<file path="src/rtl/fft_frame_sequencer.sv">
// Purpose: loads one windowed frame into the FFT input buffer, zero-pads it to NFFT, starts the FFT and supervises its bin stream.
// Latency: buffer writes are registered one cycle after the LOAD handshake or PAD cycle; start pulse comes NFFT+2 cycles after enable (continuous input).
// Backpressure: s_ready_o is high only in LOAD, so upstream is held off while padding, running the FFT or idle.
//
// Ports:
//   clk, rst_n                       clock, asynchronous active-low reset
//   enable_i                         lets a new frame begin (looked at in IDLE only)
//   s_valid_i/s_ready_o/s_sample_i   windowed sample stream from the framing stage
//   fft_in_valid_o/fft_frame_ptr_o/fft_real_o   FFT input buffer write port
//   fft_start_o, fft_done_i          FFT start pulse and completion pulse
//   fft_power_valid_i/fft_power_ptr_i   power-bin strobe and index from the FFT
//   busy_o, frames_done_o            status: not idle, completed-frame count
//   err_timeout_o, err_bin_o, clear_err_i   sticky error flags and their clear
module fft_frame_sequencer #(
    parameter int NFFT            = 512,
    parameter int INPUT_WIDTH     = 16,
    parameter int FRAME_SIZE      = 306,
    parameter int NUM_BINS        = 257,
    parameter int WATCHDOG_CYCLES = 1048575
) (
    input  logic                          clk,
    input  logic                          rst_n,
    input  logic                          enable_i,
    input  logic                          s_valid_i,
    output logic                          s_ready_o,
    input  logic signed [INPUT_WIDTH-1:0] s_sample_i,
    output logic                          fft_in_valid_o,
    output logic [$clog2(NFFT)-1:0]       fft_frame_ptr_o,
    output logic signed [INPUT_WIDTH-1:0] fft_real_o,
    output logic                          fft_start_o,
    input  logic                          fft_done_i,
    input  logic                          fft_power_valid_i,
    input  logic [$clog2(NFFT)-1:0]       fft_power_ptr_i,
    output logic                          busy_o,
    output logic [15:0]                   frames_done_o,
    output logic                          err_timeout_o,
    output logic                          err_bin_o,
    input  logic                          clear_err_i
);

    localparam int PW = $clog2(NFFT);
    // One extra bit so the pointer can count a full NFFT-sample frame without wrapping.
    localparam int CW = PW + 1;
    // Bin counter saturates at NUM_BINS+1 so "too many bins" never aliases to a legal count.
    localparam int BW = $clog2(NUM_BINS + 2);
    localparam int WW = $clog2(WATCHDOG_CYCLES + 1);

    localparam logic [CW-1:0] LAST_SAMPLE = CW'(FRAME_SIZE - 1);
    localparam logic [CW-1:0] LAST_PAD    = CW'(NFFT - 1);
    localparam logic [BW-1:0] BIN_FULL    = BW'(NUM_BINS);
    localparam logic [WW:0]   WD_LIMIT    = (WW + 1)'(WATCHDOG_CYCLES);

    typedef enum logic [2:0] {
        IDLE = 3'd0,
        LOAD = 3'd1,
        PAD  = 3'd2,
        KICK = 3'd3,
        RUN  = 3'd4
    } state_t;

    state_t        state_q, state_d;
    logic [CW-1:0] wr_ptr;
    logic [BW-1:0] bin_cnt, bin_cnt_nxt;
    logic [WW-1:0] wd_cnt;
    logic [15:0]   frame_cnt;

    logic in_run, hs, last_load, last_pad, wd_hit;
    logic bin_viol, done_bad, stray, set_bin, set_to;

    assign in_run    = (state_q == RUN);
    assign hs        = s_valid_i && (state_q == LOAD);
    assign last_load = hs && (wr_ptr == LAST_SAMPLE);
    assign last_pad  = (wr_ptr == LAST_PAD);
    // wd_cnt holds completed RUN cycles, so +1 is the count including the current cycle.
    assign wd_hit    = in_run && (({1'b0, wd_cnt} + 1'b1) == WD_LIMIT);

    always_comb begin
        bin_cnt_nxt = bin_cnt;
        if (fft_power_valid_i && (bin_cnt <= BIN_FULL)) begin
            bin_cnt_nxt = bin_cnt + 1'b1;
        end
    end

    assign bin_viol = in_run && fft_power_valid_i &&
                      ((bin_cnt >= BIN_FULL) || (32'(fft_power_ptr_i) != 32'(bin_cnt)));
    assign done_bad = in_run && fft_done_i && (bin_cnt_nxt != BIN_FULL);
    assign stray    = !in_run && (fft_power_valid_i || fft_done_i);
    assign set_bin  = bin_viol || done_bad || stray;
    // A done pulse arriving on the watchdog's last cycle still completes the frame.
    assign set_to   = wd_hit && !fft_done_i;

    // State register
    always_ff @(posedge clk or negedge rst_n) begin
        if (!rst_n) begin
            state_q <= IDLE;
        end else begin
            state_q <= state_d;
        end
    end

    // Next-state logic
    always_comb begin
        state_d = state_q;
        case (state_q)
            IDLE: if (enable_i) state_d = LOAD;
            LOAD: if (last_load) state_d = (FRAME_SIZE == NFFT) ? KICK : PAD;
            PAD:  if (last_pad) state_d = KICK;
            KICK: state_d = RUN;
            RUN:  if (fft_done_i || wd_hit) state_d = IDLE;
            default: state_d = IDLE;
        endcase
    end

    // State-decoded outputs
    always_comb begin
        s_ready_o = (state_q == LOAD);
        busy_o    = (state_q != IDLE);
    end

    // Datapath, counters and sticky flags
    always_ff @(posedge clk or negedge rst_n) begin
        if (!rst_n) begin
            wr_ptr          <= '0;
            bin_cnt         <= '0;
            wd_cnt          <= '0;
            frame_cnt       <= '0;
            fft_in_valid_o  <= 1'b0;
            fft_frame_ptr_o <= '0;
            fft_real_o      <= '0;
            fft_start_o     <= 1'b0;
            err_timeout_o   <= 1'b0;
            err_bin_o       <= 1'b0;
        end else begin
            fft_in_valid_o <= 1'b0;
            fft_start_o    <= 1'b0;
            case (state_q)
                IDLE: begin
                    if (enable_i) wr_ptr <= '0;
                end
                LOAD: begin
                    if (hs) begin
                        fft_in_valid_o  <= 1'b1;
                        fft_frame_ptr_o <= wr_ptr[PW-1:0];
                        fft_real_o      <= s_sample_i;
                        wr_ptr          <= wr_ptr + 1'b1;
                    end
                end
                PAD: begin
                    // The FFT buffer keeps stale data, so every tail slot is rewritten with zero.
                    fft_in_valid_o  <= 1'b1;
                    fft_frame_ptr_o <= wr_ptr[PW-1:0];
                    fft_real_o      <= '0;
                    wr_ptr          <= wr_ptr + 1'b1;
                end
                KICK: begin
                    fft_start_o <= 1'b1;
                    wd_cnt      <= '0;
                    bin_cnt     <= '0;
                end
                RUN: begin
                    wd_cnt  <= wd_cnt + 1'b1;
                    bin_cnt <= bin_cnt_nxt;
                    if (fft_done_i) frame_cnt <= frame_cnt + 1'b1;
                end
                default: ;
            endcase
            // A new error in the same cycle as the clear keeps the flag set.
            err_bin_o     <= set_bin || (err_bin_o && !clear_err_i);
            err_timeout_o <= set_to || (err_timeout_o && !clear_err_i);
        end
    end

    assign frames_done_o = frame_cnt;

endmodule

</file>
<file path="config.mk">
export PLATFORM = sky130hd
export DESIGN_NAME = fft_frame_sequencer
export DESIGN_NICKNAME = d
export VERILOG_FILES = /design/src/rtl/fft_frame_sequencer.sv
export SDC_FILE = /design/constraint.sdc
export NUM_CORES = 1
export LEC_CHECK = 0
export BUFFER_PORTS_ARGS = -buffer_cell sky130_fd_sc_hd__buf_2
export CORE_MARGIN = 2
export CORE_UTILIZATION = 36
export CTS_CLUSTER_SIZE = 25
export DETAILED_ROUTE_END_ITERATION = 8
export GPL_TIMING_DRIVEN = 0
export PLACE_DENSITY = 0.53
export SYNTH_ARGS = -nofsm -noshare
export SYNTH_HDL_FRONTEND = slang
export SYNTH_SLANG_ARGS = --single-unit
</file>
<file path="constraint.sdc">
create_clock -name clk -period 2.6 [get_ports clk]
set_clock_uncertainty 0.15 [all_clocks]
set_input_delay 0.52 -clock clk [delete_from_list [all_inputs] [get_ports clk]]
set_output_delay 0.52 -clock clk [all_outputs]
set_load 0.02 [all_outputs]
</file>
# After elaboration in Yosys (flattened, before gate mapping)
# Cells that the tools add are included.
[word_totals] regBits=87 in_bits=32 out_inout_bits=47 elab_cells=81
[classes] add_sub_neg=5 n_lt_le_gt_ge=2 n_eq_ne=14 mux=18 reduce_logical=31
[ops] op="20-bit case mux with 2 select lines" count=1
[ops] op="9-bit case mux with 2 select lines" count=2
[ops] op="16-bit case mux with 2 select lines" count=1
[ops] op="10-bit case mux with 3 select lines" count=1
[ops] op="20-bit by 1-bit adder with 21-bit output (second input constant)" count=1
[ops] op="21-bit by 20-bit == test with 1-bit output (second input constant)" count=1
[ops] op="20-bit by 1-bit adder with 20-bit output (second input constant)" count=1
[ops] op="10-bit by 9-bit == test with 1-bit output (second input constant)" count=2
[ops] op="10-bit two-way mux" count=2
[ops] op="9-bit two-way mux" count=2
[ops] op="16-bit by 1-bit adder with 16-bit output (second input constant)" count=1
[ops] op="16-bit two-way mux" count=1
[ops] op="3-bit case mux with 5 select lines" count=1
[ops] op="1-bit logical AND" count=12
[ops] op="3-bit two-way mux" count=4
[ops] op="10-bit by 1-bit adder with 10-bit output (second input constant)" count=1
[ops] op="9-bit by 1-bit adder with 9-bit output (second input constant)" count=1
[ops] op="9-bit greater-or-equal comparator (second input constant)" count=1
[ops] op="9-bit less-or-equal comparator (second input constant)" count=1
[ops] op="9-bit != test" count=1
[ops] op="9-bit != test (second input constant)" count=1
[ops] op="1-bit logical OR" count=7
[ops] op="3-bit by 2-bit == test with 1-bit output (second input constant)" count=2
[ops] op="2-bit by 1-bit != test with 1-bit output (second input constant)" count=3
[ops] op="other kinds (12)" count=19

# Depth between registers and ports, before layout
[depth] ltp_word=8 ltp_mapped=10 mapped_depth_nobuf=8

# Least setup slack after synthesis
# OpenSTA, ideal clock, no wires.
[synth_timing] path_type="reg2reg" from="register state_q[1]" to="register wr_ptr[0]" setup_ps=77 t_arrival_ps=1980 required_time_ps=2373 slack_ps=393 path_stages_with_launch=10 n_path_buf=3 period_less_slack_ps=2207 path_cell_list="dfrtp_1 > buf_2 > nor3b_1 > and2_1 > buf_2 > nor2_1 > inv_1 > buf_4 > nor2_1 > a21oi_1"
[synth_via] elab_chain_cells=4 word_cells_on_any_way=9 classes_between="eq/ne (4); mux (1); reduce/logical (4)"
[synth_lines] item="start, declared" line="61" text="state_t state_q, state_d;"
[synth_lines] item="start signal, assigned" line="97" text="state_q <= state_d;"
[synth_lines] item="3-bit by 1-bit == test with 1-bit output *"
[synth_lines] item="net s_ready_o" line="25" text="output logic s_ready_o,"
[synth_lines] item="1-bit logical AND" line="71" text="assign hs = s_valid_i && (state_q == LOAD);"
[synth_lines] item="2-bit by 1-bit != test with 1-bit output (no source line)"
[synth_lines] item="3-bit AND reduction (no source line)"
[synth_lines] item="end signal, assigned" line="145" text="wr_ptr <= wr_ptr + 1'b1;"
[synth_lines] item="end signal, assigned" line="153" text="wr_ptr <= wr_ptr + 1'b1;"
[synth_lines] item="end, declared" line="62" text="logic [CW-1:0] wr_ptr;"
# The timed path passes the listed nets; every way through them passes the cells marked *.
# A chain may end at the register's enable or synchronous reset.

# Worst setup path in the final report
[layout_timing] from="register bin_cnt[1]" to="register err_bin_o"
[layout_via] elab_chain_cells=8 word_cells_on_any_way=13 classes_between="add/sub (1); order compare (2); eq/ne (2); mux (1); reduce/logical (7)"
[layout_lines] item="start, declared" line="63" text="logic [BW-1:0] bin_cnt, bin_cnt_nxt;"
[layout_lines] item="start signal, assigned" line="162" text="bin_cnt <= bin_cnt_nxt;"
[layout_lines] item="9-bit less-or-equal comparator" line="79" text="if (fft_power_valid_i && (bin_cnt <= BIN_FULL)) begin"
[layout_lines] item="1-bit logical AND" line="79"
[layout_lines] item="9-bit two-way mux" line="79"
[layout_lines] item="9-bit != test" line="86" text="assign done_bad = in_run && fft_done_i && (bin_cnt_nxt != BIN_FULL);"
[layout_lines] item="1-bit logical AND" line="86"
[layout_lines] item="1-bit logical OR * (2 in series)" line="88" text="assign set_bin = bin_viol || done_bad || stray;"
[layout_lines] item="1-bit logical OR *" line="168" text="err_bin_o <= set_bin || (err_bin_o && !clear_err_i);"
[layout_lines] item="end signal, assigned" line="168"
[layout_lines] item="end, declared" line="37" text="output logic err_bin_o,"
# Mark *: on every way between the ends. The rest lies on a longest branch, timed or not.

==> results.md <==
* Port bufs at 78
* Cell Area, Synth at 4540 sq um
* Met3 Use GR at ~3.5%
* GRT overflow at 0
* Area grow syn2layout at 20.6%
* Max Clock Freq at 0.409 GHz
* # IOs at 79
* Via count at 3920
* Worst Path Required at 2.67 ns
* P_sw at 592 uW
* Largest family of logic cells by synthesized area: simple AND/OR/NAND/NOR gates
* Die area at roughly 14000 sq um
* Die X at 116 microns
* Final setup viols at 0
* Min cycle time layout at 2.44 ns
* Tot Pwr at 2.72 mW
* Setup Buffers After CTS at 0
* Post-route setup TNS at 0 ns
* Synthesized area per cell at roughly 8.9 sq um
* HPWL after DPL at 7930 microns
* XOR/XNOR share of the synthesized area at 7.53%
* Largest net degree at the start of global routing at 68
* PD cells at between 400 and 500 nW/um^2
* CP Capture Type: flop
* Reg2reg start: bin_cnt[1]$_DFFE_PN0P_
* Dpl cell area at 5170 sq um
* CTS tree: built
* FF-to-FF setup slack at around 0.16 ns
* Layout cells sized above 1 at 18.6%
* Internal power at 2.13 mW
* Worst-path clk slew at 0.07 ns
* Static Leak at 2.51 nW
* Asr flop ratio synth at 100%
* Worst-margin pin slew at a little over 0.7 ns
* Top Usage Layer GRT: met2
* Share of total power in combinational logic at 2.8%
* Vias in the first global route at about 3700
* Tightest Hold Check Type: input pin to flop
* Clock latency on the worst-skew pair at between 0.3 and 0.4 ns
* Total GRT Usage at 17.5%
* Worst EP arrival at 2.51 ns
* Placed Cells at 759
* M2 GR Usage at 28.4%
* Core area at around 12000 sq um
* R2r worst-path depth at 9
* DRC at 0
* Resized Gates After CTS at 0
* Worst hold path depth at 3
* Final non-filler cell total at 775
* Max Slew Vio Count at 0
* Avg Vias per Cell at 5.06
* Clock sinks at between 80 and 90
* Root Buffer: clkbuf_16
* Ys Warns at 0
* Clk buf depth at 2
* DRT Pass-1 Iters at 4
* Area share of fa/ha/maj cells after synthesis at 1.93%
* Drt total wl at 11100 microns
* Hold path start: s_sample_i[13]
* Worst hold slack at 0.256 ns
* Initial Util at 36.4%
* Nets at 638
* GP Congestion at 0.848
* # fillers at 1281
* Dominant synthesized flop cell: dfrtp_1
* Final ANT Viol Nets at 0
* #FFs+latches synth at 87
* Final worst path period share at approximately 94%
* Sequential share of power at 49.8%
* Syn Inst Count at 508
* Antenna violations before repair at 0
* Status: completed
* Number of library cell types mapped by synthesis at 50
* Post-Synth Simple-Gate Area at between 20 and 25%
* Hold Violations, Final at 0
* Setup crit start: bin_cnt[1]$_DFFE_PN0P_
* CP max FO at 7
* Multiplexer area fraction after synthesis at less than 1%
* Syn Nets at 547
* Clock Power Share at 47.4%
* Num rows at 41
* CP Launch Type: flop
* Post-synthesis compound-gate area fraction at 13.5%
* CTS H-tree depth at 3
* First-pass GRT wire length at 18500 microns
* Initial DRC count at between 200 and 250
* RSZ-0062 raised after global routing: no
* Max_slew headroom at 52.4%
* WS Path Type: flop to flop
* Met1 usage in global routing at a little under a quarter
* Final instance area at 5470 sq um
* Number of synthesized flops with an enable pin at 0
* Routed length per instance at 14.4 microns
* Die extent in y at 116 microns
* Peak supply drop at 213 uV
* Cts bufs inserted at 9
* Sequential share of the synthesized area at around 48%
* Antenna diode count at 0
* Sw Ratio at 21.8%
* Max_cap viols at 0
layer usage:
| metal | routed length [microns] | up-vias | part of all wire (%) |
|---|---|---|---|
| li1 | - | 1948 | - |
| met1 | 5160 | 1856 | 46 |
| met2 | 5240 | 102 | 47 |
| met3 | 558 | 14 | 5.0 |
| met4 | 169 | 0 | 1.5 |
| met5 | 0 | - | 0 |
cell type report:
type | count | area (sq um) | share of cell area, %
multi-input combinational | 381 | 2190 | 40.0
sequential | 87 | 2180 | 39.8
timing repair buffer | 80 | 430 | 7.87
clock buffer | 10 | 229 | 4.18
tap | 172 | 215 | 3.93
buffer | 31 | 139 | 2.54
clock inverter | 5 | 58.8 | 1.07
inverter | 9 | 33.8 | 0.617
logic make-up after synthesis:
kind of cell             after synthesis
XOR/XNOR                              39
flip-flops                            87
AND/OR/NAND/NOR                      227
buffers and inverters                 40
AO/OA/AOI/OAI                        106
adder cells (fa/ha/maj)                7
multiplexers                           2
worst max-delay path, stage by stage, from the launching register on:
cell	delay [ns]
dfrtp_1	0.34
clkbuf_1	0.27
inv_1	0.08
ha_1	0.20
o21bai_1	0.15
a31oi_1	0.23
nor2_1	0.11
or3_1	0.32
a222oi_1	0.34
o21ai_0	0.13
sequential cells by signal (all words and copies together) (netlist names):
name,count
wd_cnt,20
wr_ptr,10
err_bin_o,1
fft_start_o,1
frames_done_o,16
bin_cnt,9
err_timeout_o,1
fft_real_o,16
fft_frame_ptr_o,9
fft_in_valid_o,1
state_q,3
cells in the mapped netlist (all sizes together), types with 2 or more instances:
library cell  number  area share (%)
a21o               3            0.50
a21oi             25             2.8
a22o               2            0.39
a31oi              6            0.83
and2               7            0.96
and3               9             1.2
and4               5            0.96
buf               11             1.4
clkbuf            20             1.7
dfrtp             87              48
ha                 7             1.9
inv                9            0.74
nand2            103             8.5
nand2b             2            0.28
nand3             24             2.9
nand4             18             2.5
nor2              27             2.2
nor2b              6            0.83
nor3               8            0.88
nor3b              4            0.77
nor4               6             1.3
nor4b              3            0.58
o21ai             52             5.7
o31ai              5            0.83
o41ai              2            0.39
or3                2            0.28
xnor2             25             4.8
xor2              14             2.7
repair_timing:
item	CTS	global route
setup endpoints to repair	0	0
hold buffers	1	0
hold endpoints to repair	20	0
power groups by stage:
stage	registers (mW)	logic, mW	clock network (mW)
floorplan	1.38	0.0134	0
global placement	1.38	0.0726	0
detailed placement	1.38	0.0785	0
finish	1.35	0.0764	1.29
CTS	1.35	0.0800	1.33
global route	1.35	0.0875	1.39
through the flow:
stage / worst slack (ns) / util, %
2_1_floorplan: 0.393 / -
3_3_place_gp: 0.00485 / 41.3
3_5_place_dp: 0.190 / 41.5
4_1_cts: 0.175 / 43.9
5_1_grt: 0.0188 / 43.9
6_report: 0.156 / 43.9
path summary, 6_finish.rpt:
check / endpoint
worst min-delay path: fft_real_o[13]$_DFFE_PN0P_
min in group asynchronous: fft_real_o[13]$_DFFE_PN0P_
worst max-delay path: err_bin_o$_DFF_PN0_
worst max register to register: err_bin_o$_DFF_PN0_
max in group asynchronous: bin_cnt[1]$_DFFE_PN0P_
worst min register to register: fft_frame_ptr_o[5]$_DFFE_PN0P_
placed cells by master (no fill, tap or decap), types with 7 or more instances in the layout:
cell type	instances
clkbuf_16	9
buf_2	85
nand3_1	22
xor2_1	14
dfrtp_1	87
clkbuf_1	20
xnor2_1	25
ha_1	7
and3_1	9
inv_1	9
o21ai_0	52
nor3_1	8
nand4_1	18
and2_1	7
nor2_1	27
a21oi_1	25
nand2_1	103
(Power assumes the default switching activity.)
